`src/rtl/seq_shifter_pkg.sv`:
```
// Shared definitions for the sequential shifter: operation codes and FSM states.
// Codes 000 and 100 both mean hold; only 000 gets a name.
package seq_shifter_pkg;

  localparam int COD_W = 3;

  typedef logic [COD_W-1:0] cod_t;

  localparam cod_t NO  = 3'b000;
  localparam cod_t DLD = 3'b001;
  localparam cod_t DLI = 3'b010;
  localparam cod_t RD  = 3'b011;
  localparam cod_t DAD = 3'b101;
  localparam cod_t DAI = 3'b110;
  localparam cod_t RI  = 3'b111;

  typedef enum logic [1:0] {
    ST_IDLE  = 2'd0,
    ST_SHIFT = 2'd1,
    ST_DONE  = 2'd2
  } state_t;

endpackage

```
`src/rtl/seq_shifter_if.sv`:
```
// Request/result bundle between a requester (master) and the shifter (slave).
interface seq_shifter_if #(
  parameter int WIDTH = 4,
  parameter int AMT_W = $clog2(WIDTH)
);
  import seq_shifter_pkg::*;

  logic             start;
  logic [WIDTH-1:0] E;
  cod_t             cod;
  logic [AMT_W-1:0] amt;
  logic [WIDTH-1:0] S;
  logic             busy;
  logic             done;

  modport master (output start, E, cod, amt, input S, busy, done);
  modport slave  (input start, E, cod, amt, output S, busy, done);

endinterface

```
`src/rtl/seq_shifter_shift_step.sv`:
```
// Combinational single-position shift; the only place operation codes are interpreted.
module shift_step
  import seq_shifter_pkg::*;
#(
  parameter int WIDTH = 4
) (
  input  logic [WIDTH-1:0] i_data,
  input  cod_t             i_cod,
  output logic [WIDTH-1:0] o_data
);

  always_comb begin
    o_data = i_data;
    case (i_cod)
      DLD:     o_data = {1'b0, i_data[WIDTH-1:1]};
      DLI:     o_data = {i_data[WIDTH-2:0], 1'b0};
      RD:      o_data = {i_data[0], i_data[WIDTH-1:1]};
      DAD:     o_data = {i_data[WIDTH-1], i_data[WIDTH-1:1]};
      // Sign bit is pinned; only the magnitude bits move left.
      DAI:     o_data = {i_data[WIDTH-1], i_data[WIDTH-3:0], 1'b0};
      RI:      o_data = {i_data[WIDTH-2:0], i_data[WIDTH-1]};
      default: o_data = i_data;
    endcase
  end

endmodule

```
`src/rtl/seq_shifter.sv`:
```
// Sequential shifter: captures an operand and applies amt single-position steps,
// one per clock, then pulses done for one cycle.
module seq_shifter
  import seq_shifter_pkg::*;
#(
  parameter int WIDTH = 4,
  parameter int AMT_W = $clog2(WIDTH)
) (
  input  logic         clk,
  input  logic         rst_n,
  seq_shifter_if.slave bus
);

  state_t           r_state;
  logic [AMT_W-1:0] r_cnt;
  cod_t             r_cod;
  logic [WIDTH-1:0] r_s;
  logic             r_busy;
  logic             r_done;
  logic [WIDTH-1:0] w_step;

  shift_step #(.WIDTH(WIDTH)) u_step (
    .i_data (r_s),
    .i_cod  (r_cod),
    .o_data (w_step)
  );

  // busy/done are registered alongside the state so they change exactly with it.
  always_ff @(posedge clk or negedge rst_n) begin
    if (!rst_n) begin
      r_state <= ST_IDLE;
      r_cnt   <= '0;
      r_cod   <= NO;
      r_s     <= '0;
      r_busy  <= 1'b0;
      r_done  <= 1'b0;
    end else begin
      case (r_state)
        ST_IDLE: begin
          r_done <= 1'b0;
          if (bus.start) begin
            r_s    <= bus.E;
            r_cod  <= bus.cod;
            r_cnt  <= bus.amt;
            r_busy <= 1'b1;
            if (bus.amt != '0) begin
              r_state <= ST_SHIFT;
            end else begin
              r_state <= ST_DONE;
              r_done  <= 1'b1;
            end
          end
        end
        ST_SHIFT: begin
          r_s   <= w_step;
          r_cnt <= r_cnt - AMT_W'(1);
          if (r_cnt == AMT_W'(1)) begin
            r_state <= ST_DONE;
            r_done  <= 1'b1;
          end
        end
        ST_DONE: begin
          r_state <= ST_IDLE;
          r_busy  <= 1'b0;
          r_done  <= 1'b0;
        end
        default: begin
          r_state <= ST_IDLE;
          r_busy  <= 1'b0;
          r_done  <= 1'b0;
        end
      endcase
    end
  end

  assign bus.S    = r_s;
  assign bus.busy = r_busy;
  assign bus.done = r_done;

endmodule

```
`src/flat_wrapper.sv`:
```
// flat-port wrapper written by rule: the top's interface ports become plain ports
module seq_shifter_flat import seq_shifter_pkg::*;
#(
  parameter int WIDTH = 4,
  parameter int AMT_W = $clog2(WIDTH)
)
  (clk, rst_n, bus_start, bus_E, bus_cod, bus_amt, bus_S, bus_busy, bus_done);
  seq_shifter_if #(.WIDTH(WIDTH), .AMT_W(AMT_W)) bus_i ();
  input  logic clk;
  input  logic rst_n;
  input wire logic [$bits(bus_i.start)-1:0] bus_start;
  input wire logic [$bits(bus_i.E)-1:0] bus_E;
  input wire logic [$bits(bus_i.cod)-1:0] bus_cod;
  input wire logic [$bits(bus_i.amt)-1:0] bus_amt;
  output wire logic [$bits(bus_i.S)-1:0] bus_S;
  output wire logic [$bits(bus_i.busy)-1:0] bus_busy;
  output wire logic [$bits(bus_i.done)-1:0] bus_done;
  assign bus_i.start = bus_start;
  assign bus_i.E = bus_E;
  assign bus_i.cod = bus_cod;
  assign bus_i.amt = bus_amt;
  assign bus_S = bus_i.S;
  assign bus_busy = bus_i.busy;
  assign bus_done = bus_i.done;
  seq_shifter #(.WIDTH(WIDTH), .AMT_W(AMT_W)) u_core (.clk(clk), .rst_n(rst_n), .bus(bus_i));
endmodule
```
`config.mk`:
```
export PLATFORM = sky130hd
export DESIGN_NAME = seq_shifter_flat
export DESIGN_NICKNAME = d
export VERILOG_FILES = /design/src/rtl/seq_shifter_pkg.sv /design/src/rtl/seq_shifter_if.sv /design/src/rtl/seq_shifter_shift_step.sv /design/src/rtl/seq_shifter.sv /design/src/flat_wrapper.sv
export SDC_FILE = /design/constraint.sdc
export NUM_CORES = 1
export LEC_CHECK = 0
export CAP_MARGIN = 0
export CORE_MARGIN = 2
export CORE_UTILIZATION = 50
export DETAILED_ROUTE_END_ITERATION = 6
export PLACE_DENSITY = 0.81
export REMOVE_ABC_BUFFERS = 1
export SYNTH_ARGS = -nofsm -noshare
export SYNTH_HDL_FRONTEND = slang
export SYNTH_SLANG_ARGS = --single-unit
```
`constraint.sdc`:
```
create_clock -name clk -period 1.9 [get_ports clk]
set_input_delay 0.57 -clock clk [delete_from_list [all_inputs] [get_ports clk]]
set_output_delay 0.57 -clock clk [all_outputs]
set_load 0.03 [all_outputs]
```
==> results <==
==> layout make-up <==
cell class	count	area (µm²)
inverter	5	18.77
multi-input combinational	54	342.8
clock buffer	4	26.28
fill	109	405.4
timing repair buffer	19	180.2
tap	15	18.77
sequential	13	325.3
==> kinds of logic after synthesis <==
family          Yosys count  share of synthesized area
mux                       4                    0.06066
fa+ha+maj                 1                    0.01733
compound gates           25                     0.2184
buf+inv                   9                    0.07452
flops                    13                     0.4506
simple gates             24                     0.1785
==> worst min path at each step <==
stage	to	slack [ns]	depth (start not counted)
3_3_place_gp	u_core.r_cnt[1]	0.48	2
3_5_place_dp	u_core.r_cnt[1]	0.48	2
2_1_floorplan	u_core.bus.S[0]	0.27	0
6_report	u_core.r_cnt[1]	0.52	2
4_1_cts	u_core.r_cnt[1]	0.53	2
5_1_grt	u_core.r_cnt[1]	0.55	2
==> through the flow <==
stage	setup WS, ns	area (µm²)
global route	0.007170	912.1
floorplan	0.5555	686.9
finish	0.04474	912.1
global placement	0.02734	890.9
CTS	0.03575	912.1
detailed placement	-0.009941	890.9
==> synth_stat cells <==
cell type / instances / area share
sky130_fd_sc_hd__nand2_1: 7 / 0.036
sky130_fd_sc_hd__nor2_1: 6 / 0.031
sky130_fd_sc_hd__a22oi_1: 1 / 0.010
sky130_fd_sc_hd__mux2i_1: 1 / 0.014
sky130_fd_sc_hd__nand2b_2: 1 / 0.012
sky130_fd_sc_hd__a21oi_1: 5 / 0.035
sky130_fd_sc_hd__a21oi_2: 1 / 0.012
sky130_fd_sc_hd__mux2_2: 3 / 0.047
sky130_fd_sc_hd__a41oi_1: 1 / 0.012
sky130_fd_sc_hd__buf_4: 1 / 0.010
sky130_fd_sc_hd__nor2b_1: 2 / 0.017
sky130_fd_sc_hd__a31oi_1: 3 / 0.026
sky130_fd_sc_hd__nand4_1: 2 / 0.017
sky130_fd_sc_hd__or3_1: 1 / 0.0087
sky130_fd_sc_hd__nand3_1: 1 / 0.0069
sky130_fd_sc_hd__inv_1: 5 / 0.026
sky130_fd_sc_hd__buf_6: 2 / 0.031
sky130_fd_sc_hd__and4_1: 1 / 0.012
sky130_fd_sc_hd__dfrtp_1: 13 / 0.45
sky130_fd_sc_hd__buf_2: 1 / 0.0069
sky130_fd_sc_hd__o211ai_1: 1 / 0.010
sky130_fd_sc_hd__nand2b_1: 2 / 0.017
sky130_fd_sc_hd__o22ai_1: 2 / 0.017
sky130_fd_sc_hd__o21ai_0: 10 / 0.069
sky130_fd_sc_hd__nor2b_4: 1 / 0.019
sky130_fd_sc_hd__ha_1: 1 / 0.017
sky130_fd_sc_hd__o21bai_4: 1 / 0.026
==> routing by layer <==
| layer | share of wire | vias to the layer above | track usage |
|---|---|---|---|
| li1 | - | 308 | - |
| met3 | 0.049 | 0 | 0.07759 |
| met5 | 0 | - | 0 |
| met2 | 0.48 | 12 | 0.3031 |
| met1 | 0.47 | 301 | 0.2438 |
| met4 | 0 | 0 | 0.01935 |
==> sequential cells by signal (all words and copies together), names as in the netlist <==
register,count
u_core.bus.busy,1
u_core.r_cod,3
u_core.bus.done,1
u_core.r_cnt,2
u_core.r_state,2
u_core.bus.S,4
==> power breakdown <==
part	switching, µW	total [µW]	internal [µW]	leakage [µW]
sequential	191	605	413	0.000156
clock	78.3	160	81.3	0.0000150
combinational	421	785	364	0.000218
==> PnR_summary.wiki <==
{| class="wikitable"
! Metric !! Value
|-
| Non-Filler Instances || 110
|-
| Kind of cell with the highest combined delay on the critical path || buffers and inverters
|-
| Register area share after synthesis || 0.4506
|-
| Critical path cell sequence || clkdlybuf4s50_1
|-
| Number of antenna violations at the first check in global routing || 0
|-
| Power per Cell Area || 1699 mW/mm²
|-
| Warnings from Yosys || 0
|-
| Buffers inserted during post-CTS setup optimization || 0
|-
| Half-perimeter wire length after detailed placement || around 1100 µm
|-
| Sink count of the clock tree || 13
|-
| Leakage Power || 0.0003894 µW
|-
| Element type at the critical path start || flop
|-
| Starting Density || 0.5480
|-
| First-pass DRT Iterations || 3
|-
| Global-route wire length before repair || 2539 µm
|-
| Source of the worst register-to-register timing path || u_core.r_state[0]
|-
| FF-to-FF setup slack || about 0.4 ns
|-
| Number of gates resized after cts || 4
|-
| Maximum fanout encountered on the critical timing path || 2
|-
| Run status || complete, no violations
|-
| I/O Buffers || 17
|-
| Later-pin clock latency in the skew report || 0.27 ns
|-
| TritonCTS clock tree || built
|-
| Setup repair after global routing missed its margin || false
|-
| Worst hold slack || ~0.52 ns
|-
| Number of synthesized register bits || 13
|-
| Syn_area_per_cell || between 9 and 10 µm²
|-
| Maximum number of buffers from clock root to sink || 2
|-
| Drt first-iter violations || 4
|-
| Average routed wire per standard cell || ~13 µm
|-
| Vias in the first global route || between 500 and 600
|-
| Endpoint of the worst-slack reg-to-reg timing path || u_core.r_cod[1]
|-
| Crit-path slowest cell || sky130_fd_sc_hd__clkdlybuf4s50_1
|-
| Critical Path RT || 1.33 ns
|-
| Total congestion overflow after global routing || 0
|-
| Share of the clock period used by the worst path after layout || 0.9765
|-
| Number of design rule violations left after detail routing || 0
|-
| Max Cap Viol || 0
|-
| Post-synthesis instance area || about 720 µm²
|-
| Bufs and invs on worst path || 1
|-
| Arrival time at the worst endpoint || 1.29 ns
|-
| Std-Cell Core Area || 0.001318 mm²
|-
| Largest clock skew in the final design || ~0.0019 ns
|-
| Number of failing setup endpoints in the final timing report || 0
|-
| Number of standard-cell rows in the floorplan || 13
|-
| Antenna viol nets, final || 0
|-
| Vias/cell || 5.645
|-
| Worst hold-check path type || reg -> reg
|-
| Root buffer cell || sky130_fd_sc_hd__clkbuf_4
|-
| Die extent in x || roughly 42 µm
|-
| Height of the die || approximately 42 µm
|-
| Top-Level Pins || 18
|-
| Commonest non-fill, non-tap cells in the layout || sky130_fd_sc_hd__clkdlybuf4s50_1, sky130_fd_sc_hd__dfrtp_1, sky130_fd_sc_hd__o21ai_0
|-
| Startpoint of the worst hold path || u_core.r_cnt[1]
|-
| CTS Buf Count || 3
|-
| Actual transition at the worst max-transition pin || 0.5698 ns
|-
| Worst slew margin relative to its limit || 0.6189
|-
| Synthesized instance count || between 70 and 80
|-
| Area added between synthesis and finish || 26.34%
|-
| Max Fclk || ~0.54 GHz
|-
| Final count of pins violating max slew || 0
|-
| Biggest cell delay along the critical path || about 0.67 ns
|-
| Crit path from || u_core.bus.busy
|-
| Total power after layout || between 1500 and 2000 µW
|-
| Placed Instances || approximately 110
|-
| Clock transition at the registers of the reported paths || roughly 0.070 ns
|-
| Total Wirelength || between 1000 and 1500 µm
|-
| Final total negative setup slack || 0 ns
|-
| Tmin final || between 1.5 and 2 ns
|-
| Worst setup EP type || output pin
|-
| Number of hold violations in the final report || 0
|-
| Depth of the critical timing path with buffers and inverters included || 1
|-
| Pin count of the biggest net entering global routing || 14
|-
| Depth of the worst register-to-register path || 3
|-
| Total via count after detailed routing || between 600 and 700
|-
| Share of final-layout standard cells stronger than drive strength 1 || 0.1263
|-
| Number of nets in the layout || around 110
|-
| Distinct cell type count after synthesis || 27
|-
| Crit path kind || reg -> out
|-
| Largest vdd supply drop || slightly below 1 mV
|-
| Die area || roughly 0.0018 mm²
|-
| Destination of the critical timing path || bus_busy
|-
| CTS Hold Buffers Added || 0
|-
| H-tree depth reported by CTS || 1
|-
| Share of the core filled with cells in the final layout || 0.6923
|-
| Aggregate global-route resource usage || 0.1876
|-
| Ant diodes || 0
|-
| Routability congestion estimate || roughly 0.77
|}
Power figures use the tool's default switching activity.
